File: src/rtl/ext_mem_arb_pkg.sv
// -----------------------------------------------------------------------------
// ext_mem_arb_pkg
// Shared types and helpers for the external-memory arbiter.
//   NB_REQUESTERS : number of requesters sharing the memory ports (2)
//   req_id_t      : requester index (1 bit)
//   rd_tag_t      : in-flight read tag {valid, id}
//   rr_grant()    : two-input round-robin grant decision
// -----------------------------------------------------------------------------
package ext_mem_arb_pkg;

    localparam int NB_REQUESTERS = 2;

    typedef logic [0:0] req_id_t;

    typedef struct packed {
        logic    valid;
        req_id_t id;
    } rd_tag_t;

    localparam rd_tag_t RD_TAG_IDLE = '{valid: 1'b0, id: 1'b0};

    // One request is granted outright; on a conflict the requester that was
    // not granted last wins.
    function automatic logic [1:0] rr_grant(input logic [1:0] req, input req_id_t last);
        logic [1:0] gnt;
        gnt = 2'b00;
        case (req)
            2'b01:   gnt = 2'b01;
            2'b10:   gnt = 2'b10;
            2'b11:   gnt = (last == 1'b1) ? 2'b01 : 2'b10;
            default: gnt = 2'b00;
        endcase
        return gnt;
    endfunction

endpackage

File: src/rtl/rr_arbiter2.sv
// -----------------------------------------------------------------------------
// rr_arbiter2
// Two-input round-robin arbiter. Grant is combinational from the requests and
// the "last granted" pointer; the pointer moves only on cycles that grant.
// Ports:
//   clk    in  1  system clock
//   rst_n  in  1  asynchronous reset, active low (pointer resets to last = 1)
//   i_req  in  2  request vector, bit N = requester N
//   o_gnt  out 2  one-hot grant (or zero when nothing requests)
// -----------------------------------------------------------------------------
module rr_arbiter2 (
    input  logic       clk,
    input  logic       rst_n,
    input  logic [1:0] i_req,
    output logic [1:0] o_gnt
);
    import ext_mem_arb_pkg::*;

    req_id_t    r_last;
    logic [1:0] w_gnt;

    // Grant decision from current requests and pointer.
    always_comb begin
        w_gnt = rr_grant(i_req, r_last);
    end

    assign o_gnt = w_gnt;

    // Pointer register: remembers which requester was granted most recently.
    always_ff @(posedge clk or negedge rst_n) begin
        if (!rst_n) begin
            r_last <= 1'b1;
        end else if (w_gnt == 2'b01) begin
            r_last <= 1'b0;
        end else if (w_gnt == 2'b10) begin
            r_last <= 1'b1;
        end else begin
            r_last <= r_last;
        end
    end

endmodule

File: src/rtl/ext_mem_arbiter.sv
// -----------------------------------------------------------------------------
// ext_mem_arbiter
// Shares one external-memory read port and one write port between requester 0
// (convolution controller) and requester 1 (host preload/readback). Read and
// write ports are arbitrated independently by two round-robin arbiters. Read
// data is steered back to its owner by a tag pipeline matched to the memory
// read latency.
// Optional feature macro: ARB_STALL_CNT_EN adds per-requester stall counters.
// Ports:
//   clk, arst_n_in                     clock, async active-low reset
//   rN_re / rN_raddr / rN_rgnt         read request, address, grant (N = 0, 1)
//   rN_rvalid / rN_rdata               read return valid and data
//   rN_we / rN_waddr / rN_wdata / rN_wgnt  write request, address, data, grant
//   rN_stall_cnt (ARB_STALL_CNT_EN)    saturating count of stalled cycles
//   mem_re / mem_read_addr / mem_qout  memory read port
//   mem_we / mem_write_addr / mem_din  memory write port
// -----------------------------------------------------------------------------
module ext_mem_arbiter #(
    parameter int LOG2_OF_MEM_HEIGHT = 20,
    parameter int DATA_WIDTH         = 32,
    parameter int READ_LATENCY       = 1   // legal range 1..4
) (
    input  logic                          clk,
    input  logic                          arst_n_in,
    input  logic                          r0_re,
    input  logic [LOG2_OF_MEM_HEIGHT-1:0] r0_raddr,
    output logic                          r0_rgnt,
    output logic                          r0_rvalid,
    output logic [DATA_WIDTH-1:0]         r0_rdata,
    input  logic                          r0_we,
    input  logic [LOG2_OF_MEM_HEIGHT-1:0] r0_waddr,
    input  logic [DATA_WIDTH-1:0]         r0_wdata,
    output logic                          r0_wgnt,
    input  logic                          r1_re,
    input  logic [LOG2_OF_MEM_HEIGHT-1:0] r1_raddr,
    output logic                          r1_rgnt,
    output logic                          r1_rvalid,
    output logic [DATA_WIDTH-1:0]         r1_rdata,
    input  logic                          r1_we,
    input  logic [LOG2_OF_MEM_HEIGHT-1:0] r1_waddr,
    input  logic [DATA_WIDTH-1:0]         r1_wdata,
    output logic                          r1_wgnt,
`ifdef ARB_STALL_CNT_EN
    output logic [31:0]                   r0_stall_cnt,
    output logic [31:0]                   r1_stall_cnt,
`endif
    output logic                          mem_re,
    output logic [LOG2_OF_MEM_HEIGHT-1:0] mem_read_addr,
    input  logic [DATA_WIDTH-1:0]         mem_qout,
    output logic                          mem_we,
    output logic [LOG2_OF_MEM_HEIGHT-1:0] mem_write_addr,
    output logic [DATA_WIDTH-1:0]         mem_din
);
    import ext_mem_arb_pkg::*;

    localparam int TAG_DEPTH = READ_LATENCY + 1;

    logic [1:0]                    w_rd_gnt;
    logic [1:0]                    w_wr_gnt;
    logic                          w_rd_accept;
    logic                          w_wr_accept;
    req_id_t                       w_rd_winner;
    req_id_t                       w_wr_winner;
    logic [LOG2_OF_MEM_HEIGHT-1:0] w_rd_addr;
    logic [LOG2_OF_MEM_HEIGHT-1:0] w_wr_addr;
    logic [DATA_WIDTH-1:0]         w_wr_data;

    logic                          r_mem_re;
    logic [LOG2_OF_MEM_HEIGHT-1:0] r_mem_read_addr;
    logic                          r_mem_we;
    logic [LOG2_OF_MEM_HEIGHT-1:0] r_mem_write_addr;
    logic [DATA_WIDTH-1:0]         r_mem_din;
    rd_tag_t                       r_tags [TAG_DEPTH];

    rr_arbiter2 u_rd_arb (
        .clk   (clk),
        .rst_n (arst_n_in),
        .i_req ({r1_re, r0_re}),
        .o_gnt (w_rd_gnt)
    );

    rr_arbiter2 u_wr_arb (
        .clk   (clk),
        .rst_n (arst_n_in),
        .i_req ({r1_we, r0_we}),
        .o_gnt (w_wr_gnt)
    );

    assign r0_rgnt = w_rd_gnt[0];
    assign r1_rgnt = w_rd_gnt[1];
    assign r0_wgnt = w_wr_gnt[0];
    assign r1_wgnt = w_wr_gnt[1];

    // Grants are only issued to active requests, so any grant bit is an accept.
    assign w_rd_accept = |w_rd_gnt;
    assign w_wr_accept = |w_wr_gnt;
    assign w_rd_winner = w_rd_gnt[1];
    assign w_wr_winner = w_wr_gnt[1];

    // Select the winning requester's address and data.
    always_comb begin
        w_rd_addr = r0_raddr;
        w_wr_addr = r0_waddr;
        w_wr_data = r0_wdata;
        if (w_rd_winner == 1'b1) begin
            w_rd_addr = r1_raddr;
        end else begin
            w_rd_addr = r0_raddr;
        end
        if (w_wr_winner == 1'b1) begin
            w_wr_addr = r1_waddr;
            w_wr_data = r1_wdata;
        end else begin
            w_wr_addr = r0_waddr;
            w_wr_data = r0_wdata;
        end
    end

    // Memory read port registers; address holds when nothing is accepted.
    always_ff @(posedge clk or negedge arst_n_in) begin
        if (!arst_n_in) begin
            r_mem_re        <= 1'b0;
            r_mem_read_addr <= '0;
        end else begin
            r_mem_re <= w_rd_accept;
            if (w_rd_accept) begin
                r_mem_read_addr <= w_rd_addr;
            end else begin
                r_mem_read_addr <= r_mem_read_addr;
            end
        end
    end

    // Memory write port registers; address and data hold when idle.
    always_ff @(posedge clk or negedge arst_n_in) begin
        if (!arst_n_in) begin
            r_mem_we         <= 1'b0;
            r_mem_write_addr <= '0;
            r_mem_din        <= '0;
        end else begin
            r_mem_we <= w_wr_accept;
            if (w_wr_accept) begin
                r_mem_write_addr <= w_wr_addr;
                r_mem_din        <= w_wr_data;
            end else begin
                r_mem_write_addr <= r_mem_write_addr;
                r_mem_din        <= r_mem_din;
            end
        end
    end

    // Tag pipeline: one entry per cycle between accept and data return, so
    // the last entry lines up with mem_qout for the matching read.
    always_ff @(posedge clk or negedge arst_n_in) begin
        if (!arst_n_in) begin
            for (int i = 0; i < TAG_DEPTH; i++) begin
                r_tags[i] <= RD_TAG_IDLE;
            end
        end else begin
            r_tags[0] <= '{valid: w_rd_accept, id: w_rd_winner};
            for (int i = 1; i < TAG_DEPTH; i++) begin
                r_tags[i] <= r_tags[i-1];
            end
        end
    end

    assign r0_rvalid = r_tags[TAG_DEPTH-1].valid && (r_tags[TAG_DEPTH-1].id == 1'b0);
    assign r1_rvalid = r_tags[TAG_DEPTH-1].valid && (r_tags[TAG_DEPTH-1].id == 1'b1);
    assign r0_rdata  = mem_qout;
    assign r1_rdata  = mem_qout;

    assign mem_re         = r_mem_re;
    assign mem_read_addr  = r_mem_read_addr;
    assign mem_we         = r_mem_we;
    assign mem_write_addr = r_mem_write_addr;
    assign mem_din        = r_mem_din;

`ifdef ARB_STALL_CNT_EN
    logic        w_stall0;
    logic        w_stall1;
    logic [31:0] r_stall_cnt0;
    logic [31:0] r_stall_cnt1;

    assign w_stall0 = (r0_re && !w_rd_gnt[0]) || (r0_we && !w_wr_gnt[0]);
    assign w_stall1 = (r1_re && !w_rd_gnt[1]) || (r1_we && !w_wr_gnt[1]);

    // Saturating stall counters, one per requester.
    always_ff @(posedge clk or negedge arst_n_in) begin
        if (!arst_n_in) begin
            r_stall_cnt0 <= 32'd0;
            r_stall_cnt1 <= 32'd0;
        end else begin
            if (w_stall0 && (r_stall_cnt0 != 32'hFFFF_FFFF)) begin
                r_stall_cnt0 <= r_stall_cnt0 + 32'd1;
            end else begin
                r_stall_cnt0 <= r_stall_cnt0;
            end
            if (w_stall1 && (r_stall_cnt1 != 32'hFFFF_FFFF)) begin
                r_stall_cnt1 <= r_stall_cnt1 + 32'd1;
            end else begin
                r_stall_cnt1 <= r_stall_cnt1;
            end
        end
    end

    assign r0_stall_cnt = r_stall_cnt0;
    assign r1_stall_cnt = r_stall_cnt1;
`endif

endmodule

File: config.mk
export PLATFORM = sky130hd
export DESIGN_NAME = ext_mem_arbiter
export DESIGN_NICKNAME = d
export VERILOG_FILES = /design/src/rtl/ext_mem_arb_pkg.sv /design/src/rtl/rr_arbiter2.sv /design/src/rtl/ext_mem_arbiter.sv
export SDC_FILE = /design/constraint.sdc
export NUM_CORES = 1
export LEC_CHECK = 0
export BUFFER_PORTS_ARGS = -buffer_cell sky130_fd_sc_hd__buf_2
export CORE_AREA = 2 2 127 129
export CTS_BUF_LIST = sky130_fd_sc_hd__clkbuf_8
export CTS_CLUSTER_DIAMETER = 120
export DETAILED_ROUTE_END_ITERATION = 16
export DIE_AREA = 0 0 129 131
export GPL_ROUTABILITY_DRIVEN = 0
export PLACE_DENSITY = 0.73
export SLEW_MARGIN = 25
export SYNTH_ARGS = -nofsm -noshare
export SYNTH_HDL_FRONTEND = slang
export SYNTH_SLANG_ARGS = --single-unit
export TNS_END_PERCENT = 1
File: constraint.sdc
create_clock -name clk -period 1.5 [get_ports clk]
set_input_delay 0.075 -clock clk [delete_from_list [all_inputs] [get_ports clk]]
set_output_delay 0.075 -clock clk [all_outputs]
set_load 0.01 [all_outputs]
==> reports/summary.md <==
The compound-cell area share of the yosys netlist came out at 0.307. Across all layers, the routed design uses 4,629 vias. The I/O pin total was 326. The tools report the overall die area as 0.0169 sq mm.

The placement-stage cell area was 0.00553 sq mm. The root buffer cell chosen for the clock tree is sky130_fd_sc_hd__clkbuf_8. The synthesized design contains 0 enable-type register cells.

Leading cell type in the layout, fill and taps excluded: sky130_fd_sc_hd__buf_2. Among all flip-flop cells after synthesis, the most frequent one is sky130_fd_sc_hd__dfrtp_1. Synthesis inferred 79 register bits. The HPWL after detailed placement is 9610 um, and the number of buffers and inverters on the critical path is 2.

The first-pass GRT wire length is 22,800 um, and the number of buffers on the longest clock path is 2. Compared with the post-synthesis result, the final layout area differs by 44.3%. The depth of the CTS H-tree was 3. For the fill cell total of the finished layout, the log shows 1,494.

After detailed routing, no signal wire sits above met4. The tool flagged a number of max-cap violations equal to 0. The run gives 876 as the count of nets after finishing. The share of the clock period used by the worst path works out to 0.970. The library cells used most frequently in the layout, excluding fill and tap cells, are sky130_fd_sc_hd__buf_2 (226), sky130_fd_sc_hd__dfrtp_1 (77), sky130_fd_sc_hd__dlygate4sd3_1 (72), sky130_fd_sc_hd__o21ai_0 (53).

The dominant combinational cell family by area after synthesis was compound AO/OA/AOI/OAI gates. Type of the most critical hold path: in2reg. In this run the cell area of the synthesized design comes to 0.00457 sq mm. Subtracting the final worst setup slack from the clock period gives 1450 ps.

The design internal power is 4270 uW. At the pin with the least slew margin, the transition time is 483 ps. The final standard cell utilization of the core is 0.423, and the average routed wire per standard cell is 16.8 um. Walking the worst path, the cells encountered are nor2b_4, buf_12, nor2_4, buf_2. On the final layout, the worst clock skew is 7.79 ps. The mux contribution to synthesized area works out to 0. The kind of end point of the critical path was an output pin. The final global-route overflow total was 0. For the combinational group share of total power, the log shows 0.304. The via count of the first global-routing pass was 4,584; the warning count from the yosys run was 0. The tools report the effective utilization at floorplan as 0.293. The critical-path cell with the highest stage delay was sky130_fd_sc_hd__dfstp_2.

On the critical path the largest part of the delay comes from flip-flops. Routed length on met1: 6080 um. The switching power share of the total came out at 0.303.

The sequential fraction of design power is 0.418. In this run the vertical extent of the chip is 131 um. Of all nets on the critical path, the largest fanout is 14.

The proportion of register bits with asynchronous set or reset after synthesis was 1.00; the total track usage was 0.172. The adder and majority cell fraction of the synthesized area is 0, and the clock buffer count from CTS is 9. The number of antenna diodes in the final layout is 0. The largest vdd supply drop was 0.458 mV. TritonCTS built the clock tree. The clock share of power is 0.278, and the worst max-slew margin expressed relative to the limit is 0.678. For the post-synthesis net count, the log shows 652. In this run the remaining antenna-violating nets after routing total 0. The analysis attributes to net switching a power of 1850 uW.

Summing all non-filler instances in the final layout gives an area of 0.00660 sq mm. Clock-pin slew was measured on the worst setup and hold paths at 80 ps. The fraction of the yosys area taken by sequential cells is 0.433. The data arrival time of the critical path was 1380 ps; the area share of xor/xnor cells in the synthesized design was 0. Detailed routing placed a total of 1010 um of wire on met3. Final hold violation count: 0.

For this design the static power due to leakage is 0.00296 uW. The first detailed-routing pass took 5 iterations. The floorplan die width came out at 129 um. Row generation in the floorplan step produced 46 rows.

The ratio of cells with drive above 1 in the final layout was 0.417; the initial antenna violation count was 0. In this run the standard cell core region covers 0.0156 sq mm. The synthesized instance count came out at 470.

The critical path is of the reg2out type. The length of routed met2 wiring was 7490 um; the violation count after the first detailed-route iteration was 174. For the worst setup path, the data required time is 1420 ps. The tools report the clock latency reported for the late side of the worst-skew pair as 360 ps.

On the worst path, the slowest cell contributes a delay of 590 ps. Counting every sink on the clock net gives 79. For this block, the routed nets add up to 15,300 um of wire. The count of buffers added on input and output ports is 229. The run gives 0 as the number of slew-limit violations in the final report. The final total power was 6130 uW; the fmax was 687 MHz. In this run the power density over the cells is 929 mW/mm^2.

The average instance in the mapped netlist occupies 9.73 sq um. The worst setup path is launched from a flip-flop. The share of synthesized cell area in and, or, nand and nor gates was 0.108. The flow ran to the end, and the final reports show no timing, DRC or antenna violations.

The largest net degree at the start of global routing was 80; the DRC violations left was 0. The logs give 0 for the setup-violating endpoint count in the final report and 21 for the count of unique library cells instantiated by Yosys. The detailed-route vias per instance works out to 5.06.
cells by family (layout without fill, tap and decap cells):
logic type,Yosys count,in the layout
simple gates,80,80
compound gates,200,200
buf+inv,111,339
flops,79,79
sequential cells by signal, indices dropped and copies added, names as in the netlist:
name             cells
mem_din             32
mem_write_addr      20
u_rd_arb.r_last      1
u_wr_arb.r_last      1
mem_read_addr       20
mem_we               1
r_tags               4
tightest hold or removal path, stage by stage:
cell	delay (ps)
sky130_fd_sc_hd__buf_2	80
sky130_fd_sc_hd__o32ai_1	70
sky130_fd_sc_hd__a21oi_1	110
area by class of cell:
class | count | area [sq um] | share of cell area
Inverter | 3 | 12.5 | 0.00190
Timing Repair Buffer | 321 | 2200 | 0.333
Sequential cell | 79 | 1980 | 0.300
Clock inverter | 6 | 80.1 | 0.0121
Clock buffer | 9 | 124 | 0.0188
Tap cell | 216 | 270 | 0.0410
Multi-Input combinational cell | 280 | 1940 | 0.294
path summary, 6_finish.rpt:
| kind | from | to | slack, ps | depth (start not counted) |
|---|---|---|---|---|
| max | u_wr_arb.r_last | r0_wgnt | 50 | 4 |
| min | r0_wdata[28] | mem_din[28] | 20 | 3 |
| max reg2reg | u_rd_arb.r_last | mem_read_addr[10] | 80 | 4 |
| min reg2reg | r_tags[2] | r_tags[0] | 380 | 0 |
| max in group asynchronous | arst_n_in | u_rd_arb.r_last | 860 | 3 |
| min in group asynchronous | arst_n_in | mem_read_addr[19] | 280 | 3 |
per-stage QoR:
stage	TNS, ps	hold WS [ps]	instances	setup WS, ps
floorplan	0	-221	470	95.6
global placement	0	140	821	200
detailed placement	0	140	821	179
CTS	-11.2	0.427	912	-11.2
global route	-23.2	22.6	914	-23.2
finish	0	22.3	914	45.2
synth_stat cells (2+ instances only):
cell	n	area, sq um
sky130_fd_sc_hd__dfrtp_1	77	1930
sky130_fd_sc_hd__buf_4	70	526
sky130_fd_sc_hd__nand2b_1	53	332
sky130_fd_sc_hd__o21ai_0	53	265
sky130_fd_sc_hd__a21oi_1	52	260
sky130_fd_sc_hd__o32ai_1	52	455
sky130_fd_sc_hd__clkbuf_1	26	97.6
sky130_fd_sc_hd__nor2b_1	22	138
sky130_fd_sc_hd__a211o_1	20	175
sky130_fd_sc_hd__o221a_2	20	225
sky130_fd_sc_hd__buf_2	11	55.1
sky130_fd_sc_hd__a21boi_0	2	15.0
sky130_fd_sc_hd__dfstp_2	2	52.6
sky130_fd_sc_hd__inv_1	2	7.51
sky130_fd_sc_hd__or2_2	2	12.5
layer usage:
| metal | up-vias | track usage |
|---|---|---|
| met4 | 0 | 0.112 |
| met3 | 68 | 0.0423 |
| met1 | 2206 | 0.190 |
| met5 | - | 0 |
| li1 | 2130 | - |
| met2 | 225 | 0.296 |
repair_timing:
action	CTS	global route
setup buffers	2	2
cloned	2	1
endpoints found under the setup margin	3	2
gates resized for setup	6	4
endpoints found under the hold margin	132	0
hold buffers	72	0
power groups by stage:
| stage | sequential, uW | clock, uW | combinational (uW) |
|---|---|---|---|
| after floorplan | 2700 | 0 | 898 |
| after global placement | 2590 | 0 | 1560 |
| after detailed placement | 2590 | 0 | 1590 |
| after CTS | 2560 | 1790 | 1820 |
| after global routing | 2590 | 1890 | 2040 |
| final | 2560 | 1700 | 1860 |
No activity file was read; power rests on OpenSTA's default activity.
